**src/rtl/csr_trap_unit_pkg.sv**
```systemverilog
// Shared types and constants for the commit-side CSR / trap unit.
package csr_trap_unit_pkg;

   typedef enum logic [2:0] {
      NONE                   = 3'd0,
      INSTRUCTION_MISALIGNED = 3'd1,
      ILLEGAL_INSTRUCTION    = 3'd2,
      LOAD_MISALIGNED        = 3'd3,
      STORE_MISALIGNED       = 3'd4,
      ENVIRONMENT_CALL       = 3'd5
   } exception_t;

   typedef enum logic [1:0] {
      IRQ_NONE = 2'd0,
      IRQ_MSI  = 2'd1,
      IRQ_MTI  = 2'd2,
      IRQ_MEI  = 2'd3
   } interrupt_t;

   typedef enum logic {
      ST_IDLE     = 1'b0,
      ST_REDIRECT = 1'b1
   } trap_state_t;

   localparam logic [11:0] CSR_MSTATUS  = 12'h300;
   localparam logic [11:0] CSR_MIE      = 12'h304;
   localparam logic [11:0] CSR_MTVEC    = 12'h305;
   localparam logic [11:0] CSR_MSCRATCH = 12'h340;
   localparam logic [11:0] CSR_MEPC     = 12'h341;
   localparam logic [11:0] CSR_MCAUSE   = 12'h342;
   localparam logic [11:0] CSR_MTVAL    = 12'h343;
   localparam logic [11:0] CSR_MIP      = 12'h344;
   localparam logic [11:0] CSR_MCYCLE   = 12'hB00;
   localparam logic [11:0] CSR_MINSTRET = 12'hB02;
   localparam logic [11:0] CSR_MHARTID  = 12'hF14;

   localparam logic [3:0] CAUSE_INSTR_MISALIGNED = 4'd0;
   localparam logic [3:0] CAUSE_ILLEGAL_INSTR    = 4'd2;
   localparam logic [3:0] CAUSE_MSI              = 4'd3;
   localparam logic [3:0] CAUSE_LOAD_MISALIGNED  = 4'd4;
   localparam logic [3:0] CAUSE_STORE_MISALIGNED = 4'd6;
   localparam logic [3:0] CAUSE_MTI              = 4'd7;
   localparam logic [3:0] CAUSE_ECALL_U          = 4'd8;
   localparam logic [3:0] CAUSE_ECALL_M          = 4'd11;
   localparam logic [3:0] CAUSE_MEI              = 4'd11;

   localparam logic [1:0] PRIV_U = 2'd0;
   localparam logic [1:0] PRIV_M = 2'd3;

   localparam int MSTATUS_MIE    = 3;
   localparam int MSTATUS_MPIE   = 7;
   localparam int MSTATUS_MPP_LO = 11;
   localparam int MSTATUS_MPP_HI = 12;
   localparam logic [63:0] MSTATUS_WMASK = 64'h0000_0000_0000_1888;

   // Synchronous exception cause; ECALL depends on the privilege it came from.
   function automatic logic [3:0] exc_code(input exception_t exc, input logic [1:0] priv);
      logic [3:0] code;
      code = CAUSE_ILLEGAL_INSTR;
      case (exc)
         INSTRUCTION_MISALIGNED: code = CAUSE_INSTR_MISALIGNED;
         ILLEGAL_INSTRUCTION:    code = CAUSE_ILLEGAL_INSTR;
         LOAD_MISALIGNED:        code = CAUSE_LOAD_MISALIGNED;
         STORE_MISALIGNED:       code = CAUSE_STORE_MISALIGNED;
         ENVIRONMENT_CALL:       code = (priv == PRIV_M) ? CAUSE_ECALL_M : CAUSE_ECALL_U;
         default:                code = CAUSE_ILLEGAL_INSTR;
      endcase
      return code;
   endfunction

endpackage

```
**src/rtl/csr_trap_unit_if.sv**
```systemverilog
// Commit, redirect and decode-read signals between the pipeline and the trap unit.
interface csr_trap_unit_if;
   import csr_trap_unit_pkg::*;

   logic        commit_valid;
   logic        commit_ready;
   logic [63:0] commit_pc;
   exception_t  commit_exception;
   logic        commit_mret;
   logic        commit_csr_we;
   logic [11:0] commit_csr_addr;
   logic [63:0] commit_csr_wdata;
   logic [11:0] csr_raddr;
   logic [63:0] csr_rdata;
   logic        redirect_valid;
   logic [63:0] redirect_pc;
   logic        redirect_ready;

   modport master (
      output commit_valid, commit_pc, commit_exception, commit_mret,
      output commit_csr_we, commit_csr_addr, commit_csr_wdata, csr_raddr,
      output redirect_ready,
      input  commit_ready, csr_rdata, redirect_valid, redirect_pc
   );

   modport slave (
      input  commit_valid, commit_pc, commit_exception, commit_mret,
      input  commit_csr_we, commit_csr_addr, commit_csr_wdata, csr_raddr,
      input  redirect_ready,
      output commit_ready, csr_rdata, redirect_valid, redirect_pc
   );
endinterface

```
**src/rtl/csr_trap_unit_csr_regfile.sv**
```systemverilog
// Machine-mode CSR storage and combinational read mux.
module csr_trap_unit_csr_regfile
   import csr_trap_unit_pkg::*;
#(
   parameter logic [63:0] MTVEC_RESET = 64'h0,
   parameter logic [63:0] HART_ID     = 64'h0
) (
   input  logic        i_clk,
   input  logic        i_reset,
   input  logic        i_csr_we,
   input  logic [11:0] i_csr_addr,
   input  logic [63:0] i_csr_wdata,
   input  logic        i_trap,
   input  logic [63:0] i_trap_cause,
   input  logic [63:0] i_trap_pc,
   input  logic [63:0] i_trap_tval,
   input  logic        i_mret,
   input  logic        i_retire,
   input  logic [1:0]  i_priv,
   input  logic        i_trint,
   input  logic        i_swint,
   input  logic        i_exint,
   input  logic [11:0] i_raddr,
   output logic [63:0] o_rdata,
   output logic        o_mstatus_mie,
   output logic [1:0]  o_mstatus_mpp,
   output logic        o_mie_meie,
   output logic        o_mie_msie,
   output logic        o_mie_mtie,
   output logic [63:0] o_mtvec,
   output logic [63:0] o_mepc
);

   logic [63:0] r_mstatus, r_mie, r_mtvec, r_mscratch, r_mepc, r_mcause, r_mtval;
   logic [63:0] r_mcycle, r_minstret;
   logic [63:0] w_mip;

   assign w_mip = {52'd0, i_exint, 3'd0, i_trint, 3'd0, i_swint, 3'd0};

   // Register updates: trap/mret side effects first, then the (already gated) CSR write.
   always_ff @(posedge i_clk) begin
      if (!i_reset) begin
         r_mstatus  <= '0;
         r_mie      <= '0;
         r_mtvec    <= MTVEC_RESET;
         r_mscratch <= '0;
         r_mepc     <= '0;
         r_mcause   <= '0;
         r_mtval    <= '0;
         r_mcycle   <= '0;
         r_minstret <= '0;
      end else begin
         r_mcycle <= r_mcycle + 64'd1;
         if (i_retire) r_minstret <= r_minstret + 64'd1;
         if (i_trap) begin
            r_mepc                                  <= i_trap_pc;
            r_mcause                                <= i_trap_cause;
            r_mtval                                 <= i_trap_tval;
            r_mstatus[MSTATUS_MPIE]                 <= r_mstatus[MSTATUS_MIE];
            r_mstatus[MSTATUS_MIE]                  <= 1'b0;
            r_mstatus[MSTATUS_MPP_HI:MSTATUS_MPP_LO] <= i_priv;
         end else if (i_mret) begin
            r_mstatus[MSTATUS_MIE]                  <= r_mstatus[MSTATUS_MPIE];
            r_mstatus[MSTATUS_MPIE]                 <= 1'b1;
            r_mstatus[MSTATUS_MPP_HI:MSTATUS_MPP_LO] <= PRIV_U;
         end
         if (i_csr_we) begin
            case (i_csr_addr)
               CSR_MSTATUS:  r_mstatus  <= i_csr_wdata & MSTATUS_WMASK;
               CSR_MIE:      r_mie      <= i_csr_wdata;
               CSR_MTVEC:    r_mtvec    <= i_csr_wdata;
               CSR_MSCRATCH: r_mscratch <= i_csr_wdata;
               CSR_MEPC:     r_mepc     <= i_csr_wdata;
               CSR_MCAUSE:   r_mcause   <= i_csr_wdata;
               CSR_MTVAL:    r_mtval    <= i_csr_wdata;
               CSR_MCYCLE:   r_mcycle   <= i_csr_wdata;
               CSR_MINSTRET: r_minstret <= i_csr_wdata;
               default: ;
            endcase
         end
      end
   end

   // Decode-stage read port; unmapped addresses read as zero.
   always_comb begin
      o_rdata = '0;
      case (i_raddr)
         CSR_MSTATUS:  o_rdata = r_mstatus;
         CSR_MIE:      o_rdata = r_mie;
         CSR_MTVEC:    o_rdata = r_mtvec;
         CSR_MSCRATCH: o_rdata = r_mscratch;
         CSR_MEPC:     o_rdata = r_mepc;
         CSR_MCAUSE:   o_rdata = r_mcause;
         CSR_MTVAL:    o_rdata = r_mtval;
         CSR_MIP:      o_rdata = w_mip;
         CSR_MCYCLE:   o_rdata = r_mcycle;
         CSR_MINSTRET: o_rdata = r_minstret;
         CSR_MHARTID:  o_rdata = HART_ID;
         default:      o_rdata = '0;
      endcase
   end

   assign o_mstatus_mie = r_mstatus[MSTATUS_MIE];
   assign o_mstatus_mpp = r_mstatus[MSTATUS_MPP_HI:MSTATUS_MPP_LO];
   assign o_mie_meie    = r_mie[11];
   assign o_mie_msie    = r_mie[3];
   assign o_mie_mtie    = r_mie[7];
   assign o_mtvec       = r_mtvec;
   assign o_mepc        = r_mepc;

endmodule

```
**src/rtl/csr_trap_unit.sv**
```systemverilog
// Commit-side trap / mret sequencer: picks the winning event of an accepted
// commit, updates privilege, and holds a fetch redirect until it is taken.
//
// state       | meaning
// ------------+-----------------------------------------------------------
// ST_IDLE     | accepting commits; normal commits retire here
// ST_REDIRECT | redirect_valid high, redirect_pc held, commits ignored
module csr_trap_unit
   import csr_trap_unit_pkg::*;
#(
   parameter logic [63:0] MTVEC_RESET = 64'h0,
   parameter logic [63:0] HART_ID     = 64'h0
) (
   input  logic             i_clk,
   input  logic             i_reset,
   csr_trap_unit_if.slave   bus,
   input  logic             i_trint,
   input  logic             i_swint,
   input  logic             i_exint,
   output logic [1:0]       o_priv_mode
);

   trap_state_t r_state, w_state_next;
   logic [1:0]  r_priv;
   logic [63:0] r_redirect_pc;

   logic        w_mstatus_mie, w_mie_meie, w_mie_msie, w_mie_mtie;
   logic [1:0]  w_mstatus_mpp;
   logic [63:0] w_mtvec, w_mepc;
   interrupt_t  w_irq_sel;
   logic        w_accept, w_irq_en, w_is_irq, w_is_exc, w_trap, w_is_mret, w_retire, w_csr_we;
   logic [3:0]  w_code;
   logic [63:0] w_cause, w_tval, w_base, w_trap_target;

   assign w_accept  = bus.commit_valid && (r_state == ST_IDLE);
   assign w_irq_en  = (r_priv < PRIV_M) || w_mstatus_mie;
   assign w_is_irq  = w_accept && w_irq_en && (w_irq_sel != IRQ_NONE);
   assign w_is_exc  = w_accept && !w_is_irq && (bus.commit_exception != NONE);
   assign w_trap    = w_is_irq || w_is_exc;
   assign w_is_mret = w_accept && !w_trap && bus.commit_mret;
   assign w_retire  = w_accept && !w_trap;
   assign w_csr_we  = w_retire && !bus.commit_mret && bus.commit_csr_we;

   // Pending-and-enabled interrupt with MEI > MSI > MTI priority.
   always_comb begin
      w_irq_sel = IRQ_NONE;
      if (w_mie_meie && i_exint)      w_irq_sel = IRQ_MEI;
      else if (w_mie_msie && i_swint) w_irq_sel = IRQ_MSI;
      else if (w_mie_mtie && i_trint) w_irq_sel = IRQ_MTI;
   end

   // Cause code of the winning trap.
   always_comb begin
      w_code = exc_code(bus.commit_exception, r_priv);
      if (w_is_irq) begin
         case (w_irq_sel)
            IRQ_MEI: w_code = CAUSE_MEI;
            IRQ_MSI: w_code = CAUSE_MSI;
            IRQ_MTI: w_code = CAUSE_MTI;
            default: w_code = CAUSE_MEI;
         endcase
      end
   end

   assign w_cause = {w_is_irq, 59'd0, w_code};
   assign w_tval  = (!w_is_irq && bus.commit_exception == INSTRUCTION_MISALIGNED) ? bus.commit_pc : 64'd0;
   assign w_base  = {w_mtvec[63:2], 2'b00};
   // Vectored mode only offsets interrupts; exceptions always land on the base.
   assign w_trap_target = (w_is_irq && w_mtvec[1:0] == 2'b01) ? w_base + {58'd0, w_code, 2'b00} : w_base;

   csr_trap_unit_csr_regfile #(
      .MTVEC_RESET (MTVEC_RESET),
      .HART_ID     (HART_ID)
   ) u_regfile (
      .i_clk         (i_clk),
      .i_reset       (i_reset),
      .i_csr_we      (w_csr_we),
      .i_csr_addr    (bus.commit_csr_addr),
      .i_csr_wdata   (bus.commit_csr_wdata),
      .i_trap        (w_trap),
      .i_trap_cause  (w_cause),
      .i_trap_pc     (bus.commit_pc),
      .i_trap_tval   (w_tval),
      .i_mret        (w_is_mret),
      .i_retire      (w_retire),
      .i_priv        (r_priv),
      .i_trint       (i_trint),
      .i_swint       (i_swint),
      .i_exint       (i_exint),
      .i_raddr       (bus.csr_raddr),
      .o_rdata       (bus.csr_rdata),
      .o_mstatus_mie (w_mstatus_mie),
      .o_mstatus_mpp (w_mstatus_mpp),
      .o_mie_meie    (w_mie_meie),
      .o_mie_msie    (w_mie_msie),
      .o_mie_mtie    (w_mie_mtie),
      .o_mtvec       (w_mtvec),
      .o_mepc        (w_mepc)
   );

   // FSM state register.
   always_ff @(posedge i_clk) begin
      if (!i_reset) r_state <= ST_IDLE;
      else          r_state <= w_state_next;
   end

   // FSM next state.
   always_comb begin
      w_state_next = r_state;
      case (r_state)
         ST_IDLE:     if (w_trap || w_is_mret) w_state_next = ST_REDIRECT;
         ST_REDIRECT: if (bus.redirect_ready)  w_state_next = ST_IDLE;
         default:     w_state_next = ST_IDLE;
      endcase
   end

   // Privilege and redirect target, latched on the accepting edge.
   always_ff @(posedge i_clk) begin
      if (!i_reset) begin
         r_priv        <= PRIV_M;
         r_redirect_pc <= '0;
      end else if (w_trap) begin
         r_priv        <= PRIV_M;
         r_redirect_pc <= w_trap_target;
      end else if (w_is_mret) begin
         r_priv        <= w_mstatus_mpp;
         r_redirect_pc <= w_mepc;
      end
   end

   assign bus.commit_ready   = (r_state == ST_IDLE);
   assign bus.redirect_valid = (r_state == ST_REDIRECT);
   assign bus.redirect_pc    = r_redirect_pc;
   assign o_priv_mode        = r_priv;

endmodule

```
**src/flat_wrapper.sv**
```systemverilog
// flat-port wrapper written by rule: the top's interface ports become plain ports
module csr_trap_unit_flat import csr_trap_unit_pkg::*;
#(
   parameter logic [63:0] MTVEC_RESET = 64'h0,
   parameter logic [63:0] HART_ID     = 64'h0
)
  (i_clk, i_reset, i_trint, i_swint, i_exint, o_priv_mode, bus_commit_valid, bus_commit_pc, bus_commit_exception, bus_commit_mret, bus_commit_csr_we, bus_commit_csr_addr, bus_commit_csr_wdata, bus_csr_raddr, bus_redirect_ready, bus_commit_ready, bus_csr_rdata, bus_redirect_valid, bus_redirect_pc);
  csr_trap_unit_if bus_i ();
  input  logic i_clk;
  input  logic i_reset;
  input  logic i_trint;
  input  logic i_swint;
  input  logic i_exint;
  output logic [1:0] o_priv_mode;
  input wire logic [$bits(bus_i.commit_valid)-1:0] bus_commit_valid;
  input wire logic [$bits(bus_i.commit_pc)-1:0] bus_commit_pc;
  input wire logic [$bits(bus_i.commit_exception)-1:0] bus_commit_exception;
  input wire logic [$bits(bus_i.commit_mret)-1:0] bus_commit_mret;
  input wire logic [$bits(bus_i.commit_csr_we)-1:0] bus_commit_csr_we;
  input wire logic [$bits(bus_i.commit_csr_addr)-1:0] bus_commit_csr_addr;
  input wire logic [$bits(bus_i.commit_csr_wdata)-1:0] bus_commit_csr_wdata;
  input wire logic [$bits(bus_i.csr_raddr)-1:0] bus_csr_raddr;
  input wire logic [$bits(bus_i.redirect_ready)-1:0] bus_redirect_ready;
  output wire logic [$bits(bus_i.commit_ready)-1:0] bus_commit_ready;
  output wire logic [$bits(bus_i.csr_rdata)-1:0] bus_csr_rdata;
  output wire logic [$bits(bus_i.redirect_valid)-1:0] bus_redirect_valid;
  output wire logic [$bits(bus_i.redirect_pc)-1:0] bus_redirect_pc;
  assign bus_i.commit_valid = bus_commit_valid;
  assign bus_i.commit_pc = bus_commit_pc;
  assign bus_i.commit_exception = bus_commit_exception;
  assign bus_i.commit_mret = bus_commit_mret;
  assign bus_i.commit_csr_we = bus_commit_csr_we;
  assign bus_i.commit_csr_addr = bus_commit_csr_addr;
  assign bus_i.commit_csr_wdata = bus_commit_csr_wdata;
  assign bus_i.csr_raddr = bus_csr_raddr;
  assign bus_i.redirect_ready = bus_redirect_ready;
  assign bus_commit_ready = bus_i.commit_ready;
  assign bus_csr_rdata = bus_i.csr_rdata;
  assign bus_redirect_valid = bus_i.redirect_valid;
  assign bus_redirect_pc = bus_i.redirect_pc;
  csr_trap_unit #(.MTVEC_RESET(MTVEC_RESET), .HART_ID(HART_ID)) u_core (.i_clk(i_clk), .i_reset(i_reset), .bus(bus_i), .i_trint(i_trint), .i_swint(i_swint), .i_exint(i_exint), .o_priv_mode(o_priv_mode));
endmodule
```
**config.mk**
```make
export PLATFORM = sky130hd
export DESIGN_NAME = csr_trap_unit_flat
export DESIGN_NICKNAME = d
export VERILOG_FILES = /design/src/rtl/csr_trap_unit_pkg.sv /design/src/rtl/csr_trap_unit_if.sv /design/src/rtl/csr_trap_unit_csr_regfile.sv /design/src/rtl/csr_trap_unit.sv /design/src/flat_wrapper.sv
export SDC_FILE = /design/constraint.sdc
export NUM_CORES = 2
export LEC_CHECK = 0
export ABC_AREA = 1
export CAP_MARGIN = 10
export CORE_AREA = 3 3 373 227
export DETAILED_ROUTE_END_ITERATION = 12
export DIE_AREA = 0 0 376 230
export MAX_ROUTING_LAYER = met4
export PLACE_DENSITY = 0.7
export SLEW_MARGIN = 10
export SYNTH_ARGS = -nofsm -noshare
export SYNTH_HDL_FRONTEND = slang
export SYNTH_SLANG_ARGS = --single-unit
```
**constraint.sdc**
```tcl
create_clock -name i_clk -period 7.1 [get_ports i_clk]
set_input_delay 1.42 -clock i_clk [delete_from_list [all_inputs] [get_ports i_clk]]
set_output_delay 1.42 -clock i_clk [all_outputs]
set_load 0.02 [all_outputs]
```
Word level (Yosys, flattened, before mapping)

Cells that the tools add are included.

Eq/ne operators: 27
Bitwise gates (word level): 2
Mux-type cells: 37
$add $sub $neg: 3
Magnitude comparators: 1
Reductions and logical operators: 27

Operator list:

| cell                  | number |
|---|---|
| $mux 64               | 18 |
| $pmux 64 s10          | 1 |
| $eq 12x10->1 const B  | 15 |
| $add 64x1->64 const B | 2 |
| $add 64x6->64         | 1 |
| $eq 12x12->1 const B  | 4 |
| $mux 13               | 2 |
| $pmux 4 s4            | 1 |
| $logic_and 1x1->1     | 14 |
| $mux 2                | 6 |
| $pmux 4 s2            | 1 |
| $eq 3x3->1 const B    | 2 |
| $mux 1                | 6 |
| $reduce_and 2->1      | 3 |
| $eq 2x1->1 const B    | 2 |
| $eq 2x2->1 const B    | 2 |
| $mux 4                | 1 |
| $reduce_bool 2->1     | 2 |
| $eq 3x1->1 const B    | 1 |
| $eq 3x2->1 const B    | 1 |
| $logic_not 1->1       | 3 |
| $logic_or 1x1->1      | 3 |
| $reduce_bool 3->1     | 1 |
| $lt 2x2->1 const B    | 1 |
| other kinds (3)       | 4 |

Word-level logic and storage cells: 109
Bits of input ports: 164
Flip-flop bits (word level): 583
Output and inout port bits: 132

Longest topological paths before layout

Depth in word-level cells: 17
Gate-level depth with buffers: 23
Depth with buffers taken out: 23

By module

From an unflattened synthesis, not the netlist that was laid out.

Cell total of the unflattened synthesis: 5,541
Area, all modules: 34,594.4 um^2

By module, submodules not included:

| module                    | cells each | times used | sequential area each (um^2) | area each (um^2) |
|---|---|---|---|---|
| csr_trap_unit_csr_regfile | 4,360      | 1          | 10,329.9                    | 28,302.1 |
| csr_trap_unit             | 1,181      | 1          | 1,341.3                     | 6,292.3 |

Worst setup path after synthesis

No wires, ideal clock.

Kind: input port to output port
Start: input port bus_csr_raddr[3]
End: output port bus_csr_rdata[63]
Path slack: 2,738 ps
Data arrival time: 2,942 ps
Data required time: 5,680 ps
Path buffers: 1
Stages on the path: 10
Cell sequence: nor2_1 -> inv_1 -> nor3_1 -> inv_1 -> nor2_1 -> clkbuf_1 -> nand2_1 -> nand2_1 -> nor2_1 -> o211ai_1

Longest elaborated chain between the ends: 2
Elaborated cells on any way between the ends: 11
Classes of those cells: eq/ne (10); mux (1)

Ends and longest elaborated chain:

| what                                         | line                            | RTL |
|---|---|---|
| from (decl)                                  | flat_wrapper.sv:22              | `input wire logic [$bits(bus_i.csr_raddr)-1:0] bus_csr_raddr;` |
| $eq 12x12->1 or $eq 12x10->1 (tied branches) | csr_trap_unit_csr_regfile.sv:87 | `case (i_raddr)` |
| $pmux 64 s10 *                               | csr_trap_unit_csr_regfile.sv:87 |  |
| to (decl)                                    | flat_wrapper.sv:25              | `output wire logic [$bits(bus_i.csr_rdata)-1:0] bus_csr_rdata;` |

Every way passes the cells marked *; elsewhere a longest branch is shown, timed or not.

Final worst setup path

Start: input port bus_csr_raddr[3]
End: output port bus_csr_rdata[32]

The elaborated chain is that of the path after synthesis.

==> impl_summary.txt <==
----------------------------------------------------
[Status]
  Result of the run ... complete, no violations

[Detailed routing]
  Total wirelength of the detailed-routed design ... 168000 um
  First-pass detailed-route iteration total ... 8
  Post-DR wirelength/cell ... 25.8 um
  Via density per instance ... 5.83
  Total number of vias ... 37800
  Initial drt markers ... 6820
  Antenna Violating Nets Remaining ... 0
  Drt drc ... 0

[Yosys]
  Post-synthesis instance total ... 5231
  Synthesized Nets ... roughly 5400
  Synthesized area per cell ... ~6.2 um2
  Post-synthesis sequential element count ... 583
  Cell type with the largest total area after synthesis ... sky130_fd_sc_hd__dfxtp_1
  Number of distinct library cells after synthesis ... 45
  Most common cell in the netlist ... sky130_fd_sc_hd__nand2_1
  List of most frequent post-synthesis cells ... 1410 x sky130_fd_sc_hd__nand2_1, 770 x sky130_fd_sc_hd__nor2_1, 583 x sky130_fd_sc_hd__dfxtp_1
  Synth Cell Area ... ~33000 um2
  Post-synth ARST share ... 0
  EDFF count, synth ... 0
  Proportion of synthesized chip area in sequential cells ... 0.359
  Number of warning messages in the yosys log ... 0
  Leading post-synthesis cells by cell area ... sky130_fd_sc_hd__dfxtp_1 36%, sky130_fd_sc_hd__nand2_1 16%, sky130_fd_sc_hd__nor2_1 8.9%
  Share of Yosys cell area claimed by the top area cell type ... 0.359
  Post-synth top flop ... sky130_fd_sc_hd__dfxtp_1

[Clocking]
  Number of buffers created by CTS ... between 50 and 60
  Buffer cell driving the clock tree root ... sky130_fd_sc_hd__clkbuf_16
  Clock input transition at the sequential cells of the worst setup and hold paths ... 0.07 ns
  TritonCTS clock tree ... yes
  Largest buffer count on any clock path ... 3
  Post-CTS Hold Buffers ... 0
  Resized Gates After CTS ... 0
  Number of post-CTS setup repair buffers ... 0
  Clock sink count ... approximately 580
  H-tree Lvls ... 2
  Clk Latency, worst-skew pair ... about 0.7 ns

[Worst setup path]
  Maximum single-stage delay on the critical path ... 0.72 ns
  Critical path, cell by cell ... clkdlybuf4s50_1 > nor2_1 > inv_1 > nor3_1 > nand3_2 > buf_4 > o22ai_1 > a21oi_1 > o2111ai_1 > clkdlybuf4s50_1
  Arrival time reported for the critical path endpoint ... 4.91 ns
  Most common cell on crit path ... sky130_fd_sc_hd__clkdlybuf4s50_1
  Worst reg2reg startpoint ... u_core.u_regfile.r_mie[3]$_SDFFE_PN0P_
  Slowest cell on the critical path ... sky130_fd_sc_hd__clkdlybuf4s50_1
  Startpoint kind of the worst setup timing path ... input port
  Required time of the critical path ... ~5.7 ns
  CP Max Fanout ... between 60 and 70
  Kind of cell with the highest combined delay on the critical path ... buffers and inverters
  Beginning of the critical path ... bus_csr_raddr[3]
  Crit end category ... primary output
  Critical path buffers and inverters ... 4
  Crit Path Category ... in2out

[GRT]
  Leftover overflow at the end of global routing ... 0
  GRT Overall Usage ... 0.382
  Maximum number of pins on one net before global-route repair ... 183
  Via count of the first global-routing pass ... 33000
  Global-route wire length before repair ... 237000 um
  Initial antenna violation count ... 5

[STA]
  Number of endpoints with negative hold slack in the final report ... 0
  Transition at the pin with the smallest max-transition slack ... approximately 1.3 ns
  Achievable frequency ... 0.158 GHz
  RSZ-0062 raised after global routing ... no
  Period utilisation layout ... 0.892
  Worst Clk Skew ... between 0.04 and 0.05 ns
  Max-slew violations ... 0
  Final setup violation count ... 0
  Worst-case headroom to the max-slew limit ... 0.135
  Total Negative Setup Slacks ... 0 ns
  Setup ws final ... 0.767 ns
  Time the final worst path needs with I/O delays and setup ... 6.33 ns

[Final layout]
  Total Nets Final ... 5529
  Syn-to-layout area delta ... 17.9%
  Non-filler instance count after layout ... 6489
  Fin util ... 0.472
  Area of all placed cells without fillers ... 38400 um2
  Number of fill cells in the layout ... 8471
  Layout cells sized above 1 ... 0.0370

[Place]
  Placed cell count ... 6374
  Count of buffers from port buffering ... around 300
  Placed Area ... between 30000 and 40000 um2
  Final weighted congestion in routability-driven placement ... 1.06
  Pre-CTS setup slack ... 0.932 ns
  Post-DP HPWL ... 124000 um

[Power]
  Standby leakage power ... 14.1 nW
  Total power per unit cell area ... approximately 190 nW/um2
  Worst VDD drop ... between 0.15 and 0.2 mV

[Floorplan]
  Height of the die ... 230 um
  Rows ... a little over 80
  Die width ... 376 um
  Initial Util ... 0.400
  I/O pins ... 296
  Area of the placeable core ... 81400 um2
  DIE AREA ... 86500 um2

[Min path]
  Startpoint of the worst hold path ... u_core.u_regfile.r_mie[37]$_SDFFE_PN0P_
  Path category of the worst min-delay check ... reg2reg

[Job]
  Max capacitance violation total ... 0

----------------------------------------------------
==> power by group <==
| part | internal [mW] | switching, mW | leakage (nW) | total (mW) |
|---|---|---|---|---|
| Clock | 1.96 | 1.51 | 1.03 | 3.47 |
| Sequential | 3.31 | 0.0546 | 4.71 | 3.37 |
| Combinational | 0.183 | 0.426 | 8.36 | 0.610 |
==> state kept, by name (all words and copies together), names as in the netlist <==
register,flops
u_core.u_regfile.r_mie,64
u_core.u_regfile.o_mepc,64
u_core.o_priv_mode,2
u_core.u_regfile.o_mtvec,64
u_core.u_regfile.r_minstret,64
u_core.u_regfile.r_mtval,64
u_core.u_regfile.r_mstatus,4
u_core.bus.redirect_valid,1
u_core.u_regfile.r_mcause,64
u_core.u_regfile.r_mscratch,64
u_core.u_regfile.r_mcycle,64
u_core.bus.redirect_pc,64
==> final cells by class <==
| class | instances | area, um2 | area share |
|---|---|---|---|
| flip-flops and latches | 583 | 11700 | 0.304 |
| clock inverters | 30 | 359 | 0.00936 |
| inverters | 510 | 1930 | 0.0502 |
| repair buffers | 346 | 3430 | 0.0894 |
| multi-input cells | 3856 | 17900 | 0.466 |
| clock buffers | 81 | 1730 | 0.0451 |
| diodes | 4 | 10.0 | 0.000261 |
| well taps | 1079 | 1350 | 0.0352 |
==> through the flow <==
| stage | total power [mW] | hold WS (ns) |
|---|---|---|
| after floorplan | 3.69 | 0.440 |
| after global placement | 4.02 | 0.448 |
| after detailed placement | 4.02 | 0.453 |
| after CTS | 7.44 | 0.463 |
| after global routing | 7.61 | 0.479 |
| final | 7.45 | 0.462 |
==> final timing paths <==
kind / endpoint / slack, ns / cells past startpoint
max: bus_csr_rdata[32] / 0.77 / 10
min: u_core.u_regfile.r_mie[37]$_SDFFE_PN0P_ / 0.46 / 2
max reg2reg: u_core.bus.redirect_pc[46]$_SDFFE_PN0P_ / 2.79 / 19
min reg2reg: u_core.u_regfile.r_mie[37]$_SDFFE_PN0P_ / 0.46 / 2
==> kinds of logic after synthesis <==
logic type,share of synthesized area
adder cells (fa/ha/maj),0.00369
XOR/XNOR,0.0283
AO/OA/AOI/OAI,0.194
buffers and inverters,0.0940
flip-flops,0.359
AND/OR/NAND/NOR,0.321
==> per-layer routing <==
layer | global-route usage | part of all wire | vias to the layer above
met5 | - | 0 | -
met4 | 0.148 | 0.046 | 0
met3 | 0.113 | 0.14 | 314
met2 | 0.494 | 0.38 | 2682
met1 | 0.548 | 0.43 | 17600
li1 | - | - | 17300
==> worst reg2reg max path: stages, from the launching register on <==
cell and delay (ns):
sky130_fd_sc_hd__dfxtp_1 0.46, sky130_fd_sc_hd__nand2_1 0.12, sky130_fd_sc_hd__nand2_1 0.08, sky130_fd_sc_hd__inv_1 0.06, sky130_fd_sc_hd__ha_1 0.22, sky130_fd_sc_hd__nor2_2 0.14
sky130_fd_sc_hd__nand2_2 0.19, sky130_fd_sc_hd__o21ai_0 0.22, sky130_fd_sc_hd__ha_1 0.24, sky130_fd_sc_hd__inv_1 0.05, sky130_fd_sc_hd__fa_1 0.42, sky130_fd_sc_hd__nor2_1 0.13
sky130_fd_sc_hd__nor2_1 0.06, sky130_fd_sc_hd__nor2_1 0.36, sky130_fd_sc_hd__nand2_1 0.21, sky130_fd_sc_hd__nor3_1 0.65, sky130_fd_sc_hd__nand3_1 0.17, sky130_fd_sc_hd__nand2_1 0.10
sky130_fd_sc_hd__nand3_1 0.16, sky130_fd_sc_hd__a21oi_1 0.19
==> placed cells by master (no fill, tap or decap), types with 46 or more instances in the layout <==
master and instances:
sky130_fd_sc_hd__o21ai_0 470, sky130_fd_sc_hd__xor2_1 98, sky130_fd_sc_hd__nand3_1 229, sky130_fd_sc_hd__nor3_1 93, sky130_fd_sc_hd__o22ai_1 103, sky130_fd_sc_hd__nor2_1 767
sky130_fd_sc_hd__inv_1 496, sky130_fd_sc_hd__nand4_1 55, sky130_fd_sc_hd__a21oi_1 371, sky130_fd_sc_hd__dfxtp_1 583, sky130_fd_sc_hd__nand2_1 1406, sky130_fd_sc_hd__buf_4 46
sky130_fd_sc_hd__clkdlybuf4s50_1 291, sky130_fd_sc_hd__clkbuf_16 61, sky130_fd_sc_hd__a22oi_1 58
Power figures use the tool's default switching activity.
